[src/rtl/header_feeder.sv]
// Sequencer feeding a double SHA-256 core: streams a stored 76-byte header plus a
// running nonce as block 0/1 words, then a block-2 pass, and flags each finished hash.
module header_feeder #(
    parameter int          ROUNDS     = 64,
    parameter int          HDR_WORDS  = 19,
    parameter logic [31:0] NONCE_STEP = 32'd1,
    parameter logic [31:0] LEN_WORD   = 32'h0000_0280
) (
    input  logic        clk,
    input  logic        rst,
    input  logic        hdr_we,
    input  logic [4:0]  hdr_addr,
    input  logic [31:0] hdr_data,
    input  logic [31:0] nonce_start,
    input  logic        start,
    input  logic        stop,
    output logic [1:0]  block,
    output logic [6:0]  select,
    output logic [31:0] msg_in,
    output logic [31:0] nonce,
    output logic        busy,
    output logic        result_valid,
    output logic        exhausted
);

    typedef enum logic [1:0] {S_IDLE, S_RUN, S_DONE} state_t;

    localparam logic [6:0] LAST_SEL = 7'(ROUNDS - 1);
    localparam logic [5:0] HDR_N    = 6'(HDR_WORDS);

    state_t      state_q, state_d;
    logic [1:0]  block_q, block_d;
    logic [6:0]  select_q, select_d;
    logic [31:0] msg_q, msg_d;
    logic [31:0] nonce_q, nonce_d;
    logic        busy_q, busy_d;
    logic        rv_q, rv_d;
    logic        exh_q, exh_d;
    logic        stop_pend_q, stop_pend_d;
    logic        adv_q, adv_d;
    logic [31:0] hdr_q [HDR_WORDS];

    logic [32:0] nonce_sum;
    logic        load;
    logic [31:0] word;

    // Header RAM is deliberately not reset; writes are locked out while hashing.
    always_ff @(posedge clk) begin
        if (hdr_we && !busy_q && ({1'b0, hdr_addr} < HDR_N))
            hdr_q[hdr_addr] <= hdr_data;
    end

    always_comb begin
        state_d     = state_q;
        block_d     = block_q;
        select_d    = select_q;
        exh_d       = exh_q;
        stop_pend_d = stop_pend_q;
        rv_d        = 1'b0;
        adv_d       = 1'b0;
        load        = 1'b0;
        nonce_sum   = {1'b0, nonce_q} + {1'b0, NONCE_STEP};
        // The nonce advances one cycle after the result so result_valid sees the hashed value.
        nonce_d     = adv_q ? nonce_sum[31:0] : nonce_q;

        case (state_q)
            S_RUN: begin
                load = 1'b1;
                if (stop) stop_pend_d = 1'b1;
                if (select_q == LAST_SEL) begin
                    select_d = 7'd0;
                    if (block_q == 2'd2) begin
                        block_d = 2'd0;
                        rv_d    = 1'b1;
                        if (nonce_sum[32]) begin
                            state_d = S_DONE;
                            exh_d   = 1'b1;
                        end else if (stop_pend_q || stop) begin
                            state_d = S_IDLE;
                        end else begin
                            adv_d = 1'b1;
                        end
                    end else begin
                        block_d = block_q + 2'd1;
                    end
                end else begin
                    select_d = select_q + 7'd1;
                end
            end
            default: begin
                if (start) begin
                    state_d     = S_RUN;
                    block_d     = 2'd0;
                    select_d    = 7'd0;
                    nonce_d     = nonce_start;
                    exh_d       = 1'b0;
                    stop_pend_d = 1'b0;
                    load        = 1'b1;
                end
            end
        endcase

        word = 32'd0;
        if (select_d < 7'd16) begin
            case (block_d)
                2'd0: word = hdr_q[{1'b0, select_d[3:0]}];
                2'd1: begin
                    case (select_d[3:0])
                        4'd0, 4'd1, 4'd2: word = hdr_q[5'd16 + {3'b0, select_d[1:0]}];
                        4'd3:             word = nonce_d;
                        4'd4:             word = 32'h8000_0000;
                        4'd15:            word = LEN_WORD;
                        default:          word = 32'd0;
                    endcase
                end
                default: word = 32'd0;
            endcase
        end
        msg_d  = load ? word : msg_q;
        busy_d = (state_d == S_RUN);
    end

    always_ff @(posedge clk or posedge rst) begin
        if (rst) begin
            state_q     <= S_IDLE;
            block_q     <= 2'd0;
            select_q    <= 7'd0;
            msg_q       <= 32'd0;
            nonce_q     <= 32'd0;
            busy_q      <= 1'b0;
            rv_q        <= 1'b0;
            exh_q       <= 1'b0;
            stop_pend_q <= 1'b0;
            adv_q       <= 1'b0;
        end else begin
            state_q     <= state_d;
            block_q     <= block_d;
            select_q    <= select_d;
            msg_q       <= msg_d;
            nonce_q     <= nonce_d;
            busy_q      <= busy_d;
            rv_q        <= rv_d;
            exh_q       <= exh_d;
            stop_pend_q <= stop_pend_d;
            adv_q       <= adv_d;
        end
    end

    assign block        = block_q;
    assign select       = select_q;
    assign msg_in       = msg_q;
    assign nonce        = nonce_q;
    assign busy         = busy_q;
    assign result_valid = rv_q;
    assign exhausted    = exh_q;

endmodule
[config.mk]
export PLATFORM = sky130hd
export DESIGN_NAME = header_feeder
export DESIGN_NICKNAME = d
export VERILOG_FILES = /design/src/rtl/header_feeder.sv
export SDC_FILE = /design/constraint.sdc
export NUM_CORES = 1
export LEC_CHECK = 0
export BUFFER_PORTS_ARGS = -buffer_cell sky130_fd_sc_hd__buf_2
export CAP_MARGIN = 20
export CELL_PAD_IN_SITES_DETAIL_PLACEMENT = 2
export CELL_PAD_IN_SITES_GLOBAL_PLACEMENT = 2
export CORE_UTILIZATION = 40
export CTS_CLUSTER_DIAMETER = 120
export DETAILED_ROUTE_END_ITERATION = 12
export GPL_TIMING_DRIVEN = 0
export PLACE_DENSITY_LB_ADDON = 0.1
export SLEW_MARGIN = 10
export SYNTH_ARGS = -nofsm -noshare
export SYNTH_HDL_FRONTEND = slang
export SYNTH_SLANG_ARGS = --single-unit
[constraint.sdc]
create_clock -name clk -period 2.98 [get_ports clk]
set_clock_uncertainty 0.1 [all_clocks]
set_input_delay 0.447 -clock clk [delete_from_list [all_inputs] [get_ports clk]]
set_output_delay 0.447 -clock clk [all_outputs]
set_load 0.02 [all_outputs]
==> flow_summary.toml, run 1 <==
[route]
vias_per_cell = 6.28
route.final.wire_length_um = 121000
ant_nets = 0
drt_pass1_iterations = 5
drt-initial-drc-count = 2624
vias = 20653
wire_per_inst_um = 36.8
drc = 0

[clocking]
clkTransAtPathRegs_ps = 60
cts_tree = "done"
clk_latency_ps = 630
ctsLongestPathBuffers = 3
htreeDepth = 3
clockRootBuffer = "clkbuf_16"
cts_buffers = 76
cts.sinks = 688

[synthesis]
synth_compound_area_frac = 0.0991
synthMuxAreaShare = 0.0345
syn_area_um2 = 27800
ys_types = 76
ys_ff_latch = 688
synth_fp_nets = 2052
syn_area_per_cell_um2 = 14.1
yosys-top-cells-count = "edfxtp_1 (608), nand2_1 (341), nor2_1 (89)"
synth-adder-area-share = 0.000900
yosysMostFrequentCell = "edfxtp_1"
synth_top_family_by_area = "simple AND/OR/NAND/NOR gates"
synthXorXnorAreaFrac = 0.00976
synth_edf_count = 608
syn_inst = 1976
ys_top_cells_by_area = "edfxtp_1 (66%), dfrtp_1 (7.2%), nand2_1 (4.6%)"
async_reset_ff_frac = 0.116
synth_top_cell_area_share = 0.657
yosys.area_share.simple = 0.107
yosysWarnings = 0
yosysSeqAreaShare = 0.729
ys.flop_type = "edfxtp_1"
yosysTopAreaCell = "edfxtp_1"

[critical_path]
cp.buffers_inverters = 6
r2r_start = "select[0]$_DFF_PP0_"
slowest_stage = "dfrtp_2"
reg2regPathDepth = 13
critPathTopFamily = "buffers and inverters"
critical-path-max-stage-delay_ps = 450
critPathRequiredTime_ps = 3380
worst_r2r_endpoint = "msg_in[26]$_DFFE_PP0P_"
worst_setup_path_end_kind = "flip-flop"
crit_type = "reg2reg"
crit_chain = "buf_8, nor2b_4, buf_6, and2_4, buf_8, nor2_4, clkinv_4, buf_12, buf_6, a211oi_1, a31oi_1, o211ai_1, o21ai_1"
start_kind = "flip-flop"
arrival_ps = 3440
rrSetupSlack_ps = -70
path_max_fanout = 10

[global_route]
use_met3 = 0.0699
grt_busiest_layer = "met2"
grt_use_met2 = 0.571
grt_overflow = 0
grt_use_met1 = 0.440
grt_pass1_wl_um = 167000
grt_max_degree = 50
groute.usage.overall = 0.341
grt_pass1_vias = 21828
antenna_found_initial = 5

[pwr]
p_total_w = 0.0364
ir_drop_v = 0.000604
power.density_nw_per_um2 = 1050
leakagePower_nw = 12.1

[run_status]
violations = "negative setup slack"
status = "complete, but fails checks"

[floorplan]
io_pins = 150
start_util = 0.405
fp.dieArea_um2 = 70600
std_cell_rows = 96
die_y_um = 266
core-area_um2 = 68700
fp.dieW_um = 266

[worst_hold_path]
worstHoldPathCells = 2
hold_start = "nonce_start[17]"
min_to = "nonce[17]$_DFF_PP0_"
holdCritPathClass = "in2reg"

[sta]
max_slew_margin = 0.163
finalHoldViolCount = 0
setup-tns-final_ps = -65.6
period_minus_slack_ps = 3050
final_max_slew_viol_count = 0
rsz0062_at_grt = "true"
timing.fmax_mhz = 328
period_share = 1.02
tightest_slew_ps = 1240
setup_viol = 1
finalWorstSetupSlack_ps = -65.6

[final_layout]
area_growth_pct = 24.7
final_cell_count_no_fill = 3289
n_fill_cell = 6431
layout-drive-gt1-share = 0.239
fin_nets = 2369

[flow_run]
max-cap-violations = 0

[place]
place.gp.congestion = 0.854
dpl.hpwl_um = 81300
dp.cells = 3095
port_buffers = 149
-- registers in the layout, indices dropped and copies added (netlist names) --
name          cells
nonce            32
hdr_q           608
result_valid      1
block             2
busy              1
state_q           2
stop_pend_q       1
exhausted         1
msg_in           32
select            7
adv_q             1
-- metrics by stage --
step / hold WS (ps) / utilization / cell area [um^2] / worst slack (ps)
floorplan: 334 / - / 27800 / -255
global placement: 352 / 0.433 / 29700 / -2750
global route: 20.2 / 0.505 / 34700 / -107
finish: 13.2 / 0.505 / 34700 / -65.6
detailed placement: 370 / 0.446 / 30700 / -1760
CTS: 5.08 / 0.496 / 34000 / -28.6
-- metal layers --
layer / vias up / part of all wire / wire [um]
met5: - / 0.000074 / 9
met4: 2 / 0.030 / 3690
met3: 221 / 0.089 / 10800
met2: 1155 / 0.49 / 59200
met1: 10987 / 0.39 / 47500
li1: 8288 / - / -
-- power breakdown --
| group | leakage (nW) | switching [W] | internal, W |
|---|---|---|---|
| Combinational | 4.49 | 0.0110 | 0.00482 |
| Sequential | 6.44 | 0.000308 | 0.0107 |
| Clock | 1.20 | 0.00404 | 0.00552 |
| Total | 12.1 | 0.0153 | 0.0211 |
-- worst max-delay path by stage --
| stage | start | end | cells after the start |
|---|---|---|---|
| final | select[0]$_DFF_PP0_ | msg_in[26]$_DFFE_PP0P_ | 13 |
| after global placement | hdr_addr[2] | hdr_q[9][27]$_DFFE_PP_ | 5 |
| after global routing | select[0]$_DFF_PP0_ | msg_in[26]$_DFFE_PP0P_ | 13 |
| after CTS | select[0]$_DFF_PP0_ | msg_in[25]$_DFFE_PP0P_ | 13 |
| after floorplan | busy$_DFF_PP0_ | hdr_q[13][0]$_DFFE_PP_ | 3 |
| after detailed placement | select[1]$_DFF_PP0_ | msg_in[15]$_DFFE_PP0P_ | 10 |
-- logic make-up (layout without fill, tap and decap cells) --
family                     count (synthesis)  in the layout
AOI/OAI and AO/OA                        401            401
xor gates and xnor gates                  31             31
adders and majority gates                  2              2
buffers and inverters                    131            510
DFF                                      688            688
muxes                                     74             74
other                                      0              3
and+or+nand+nor                          649            649
-- cell usage in the layout, fill, tap and decap left out, drive strengths merged, types with 5 or more instances in the layout --
cell,instances
xnor2,15
mux4,17
a221o,7
clkbuf,160
edfxtp,608
buf,284
and3,56
o22ai,21
nand4,25
inv,15
nand3,69
a22oi,12
and2,8
a21oi,59
a211oi,53
mux2,5
xor2,16
a221oi,8
or3,9
dlygate4sd3,19
a31oi,63
a32oi,54
o211ai,26
nor2b,7
nand2b,6
o21ai,67
bufinv,7
nor2,93
nand2,341
mux2i,52
nor3,11
and4,5
dfrtp,80
clkinv,24
-- layout make-up --
cell class | instances | area (um^2) | area share
timing repair buffer | 241 | 2090 | 0.0602
buffer | 116 | 1010 | 0.0292
clock buffer | 106 | 2090 | 0.0601
inverter | 13 | 63.8 | 0.00184
tap | 931 | 1160 | 0.0336
antenna | 3 | 7.51 | 0.000216
clock inverter | 34 | 369 | 0.0106
multi-input combinational | 1157 | 7630 | 0.220
sequential | 688 | 20300 | 0.584
-- repair_timing --
item | 4_1_cts | 5_1_grt
gates cloned | 0 | 3
setup buffers | 7 | 23
gates resized for setup | 247 | 86
pin swaps | 11 | 26
setup endpoints to repair | 43 | 33
hold buffers | 19 | 0
endpoints found under the hold margin | 50 | 0
No activity file was read; power rests on OpenSTA's default activity.
==> run 2, diff against run 1 <==
--- a/config.mk
+++ b/config.mk
@@ -5,15 +5,16 @@
 export SDC_FILE = /design/constraint.sdc
 export NUM_CORES = 1
 export LEC_CHECK = 0
-export BUFFER_PORTS_ARGS = -buffer_cell sky130_fd_sc_hd__buf_2
 export CAP_MARGIN = 20
 export CELL_PAD_IN_SITES_DETAIL_PLACEMENT = 2
 export CELL_PAD_IN_SITES_GLOBAL_PLACEMENT = 2
-export CORE_UTILIZATION = 40
+export CORE_UTILIZATION = 41
 export CTS_CLUSTER_DIAMETER = 120
 export DETAILED_ROUTE_END_ITERATION = 12
+export DONT_BUFFER_PORTS = 1
 export GPL_TIMING_DRIVEN = 0
 export PLACE_DENSITY_LB_ADDON = 0.1
+export SKIP_CTS_REPAIR_TIMING = 1
 export SLEW_MARGIN = 10
 export SYNTH_ARGS = -nofsm -noshare
 export SYNTH_HDL_FRONTEND = slang
==> flow_summary.toml, run 2 (same netlist as run 1, synthesis figures left out) <==
[floorplan]
fp.dieW_um = 262
std_cell_rows = 95
die_y_um = 262
start_util = 0.414
fp.dieArea_um2 = 68900
io_pins = 150
core-area_um2 = 67200

[pwr]
power.density_nw_per_um2 = 1060
ir_drop_v = 0.000556
leakagePower_nw = 11.9
p_total_w = 0.0372

[critical_path]
arrival_ps = 3610
r2r_start = "select[1]$_DFF_PP0_"
path_max_fanout = 10
crit_type = "reg2reg"
crit_chain = "ha_4, and3b_2, a21boi_4, buf_12, nor2_4, buf_4, buf_8, nor2_4, a31oi_1, a32oi_2, o21ai_1"
start_kind = "flip-flop"
worst_setup_path_end_kind = "flip-flop"
cpMostUsedCell = "nor2_4"
cp-startpoint = "select[1]$_DFF_PP0_"
slowest_stage = "a31oi_1"
critPathRequiredTime_ps = 3420
critical-path-max-stage-delay_ps = 620

[final_layout]
final_common_cell = "edfxtp_1"
area_growth_pct = 25.6
layout-drive-gt1-share = 0.216
top_register = "hdr_q"
fin_nets = 2305
largest_reg_flops = 608
final_cell_count_no_fill = 3170
n_fill_cell = 6133
utilization = 0.520
layout_common_cells = "edfxtp_1 (608), nand2_1 (333), clkbuf_16 (79)"

[sta]
timing.fmax_mhz = 315
period_share = 1.07
period_minus_slack_ps = 3180
rsz0062_at_grt = "true"
tightest_slew_ps = 1050
max_slew_margin = 0.296
finalWorstSetupSlack_ps = -196
setup_viol = 31
finalHoldViolCount = 0
final_max_slew_viol_count = 0

[worst_hold_path]
hold_start = "nonce_start[6]"
holdCritPathClass = "in2reg"

[run_status]
violations = "negative setup slack"
status = "complete, but fails checks"

[place]
port_buffers = 0
place_ws_ps = -1990
dpl.hpwl_um = 79600
place.gp.congestion = 0.872
dp.cells = 2881

[route]
drc = 0
wl_met3_um = 11900
wl_met2_um = 59200
wire_per_inst_um = 39.0
met1_length_um = 46900
ant_nets = 0
route.final.wire_length_um = 124000
drt_pass1_iterations = 6
vias = 20626
top_layer = "met5"
drt-initial-drc-count = 2544
vias_per_cell = 6.51

[clocking]
cts.sinks = 688
htreeDepth = 3
clk_latency_ps = 640
cts_buffers = 75
clockRootBuffer = "clkbuf_16"
clkTransAtPathRegs_ps = 60
cts_tree = "done"
ctsLongestPathBuffers = 3

[global_route]
grt_overflow = 0
antenna_found_initial = 9
grt_pass1_wl_um = 163000
groute.usage.overall = 0.338
grt_pass1_vias = 21089
grt_max_degree = 59

[flow_run]
max-cap-violations = 0
==> run 2: cell count changes in the layout (fill, tap and decap cells not counted), moves of 7 or more <==
cell,change
dlygate4sd3_1,+42
buf_4,+21
buf_12,+22
buf_6,+14
buf_2,-150
buf_16,-7
==> run 2: area by class of cell <==
type	instances	area [um^2]	area share
Antenna cell	6	15.0	0.000430
Buffer	115	1110	0.0318
Clock buffer	105	2060	0.0590
Clock inverter	34	244	0.00698
Inverter	13	71.3	0.00204
Multi-Input combinational cell	1158	7850	0.225
Sequential cell	688	20300	0.580
Tap cell	873	1090	0.0313
Timing Repair Buffer	178	2220	0.0635
==> run 2: path summary, 6_finish.rpt <==
| kind | endpoint | slack [ps] | depth (start not counted) |
|---|---|---|---|
| max in group asynchronous | msg_in[12]$_DFFE_PP0P_ | 1880 | 3 |
| min in group asynchronous | state_q[1]$_DFF_PP0_ | 200 | 2 |
| worst min-delay path | nonce[6]$_DFF_PP0_ | 40 | 2 |
| worst min register to register | adv_q$_DFF_PP0_ | 370 | 1 |
| worst max register to register | msg_in[15]$_DFFE_PP0P_ | -200 | 11 |
| worst max-delay path | msg_in[15]$_DFFE_PP0P_ | -200 | 11 |
==> run 2: per-layer routing <==
| layer | vias up | global-route usage |
|---|---|---|
| met3 | 293 | 0.0684 |
| met1 | 10958 | 0.442 |
| met4 | 4 | 0.137 |
| met5 | - | 0 |
| li1 | 8164 | - |
| met2 | 1207 | 0.553 |
==> run 2: worst max-delay path: cells and delay by family (launching register included) <==
kind,cells,cell delay (ps)
buffers and inverters,3,500
and+or+nand+nor,3,580
adders and majority gates,1,230
DFF,1,570
AOI/OAI and AO/OA,4,1090
==> run 2: where the power goes <==
group          total, W  switching (W)  leakage (nW)  internal [W]
Sequential       0.0114       0.000636          6.44        0.0107
Combinational    0.0167         0.0113          4.37       0.00537
Clock           0.00914        0.00411          1.12       0.00503
==> run 2: stage by stage <==
| stage | cell area, um^2 | hold slack (ps) | setup TNS [ps] |
|---|---|---|---|
| 2_1_floorplan | 27800 | 334 | -32660 |
| 3_3_place_gp | 28900 | 352 | -1577790 |
| 3_5_place_dp | 29700 | 202 | -62500 |
| 4_1_cts | 32000 | -465 | -70890 |
| 5_1_grt | 34900 | 25.3 | -5130 |
| 6_report | 34900 | 35.2 | -3240 |
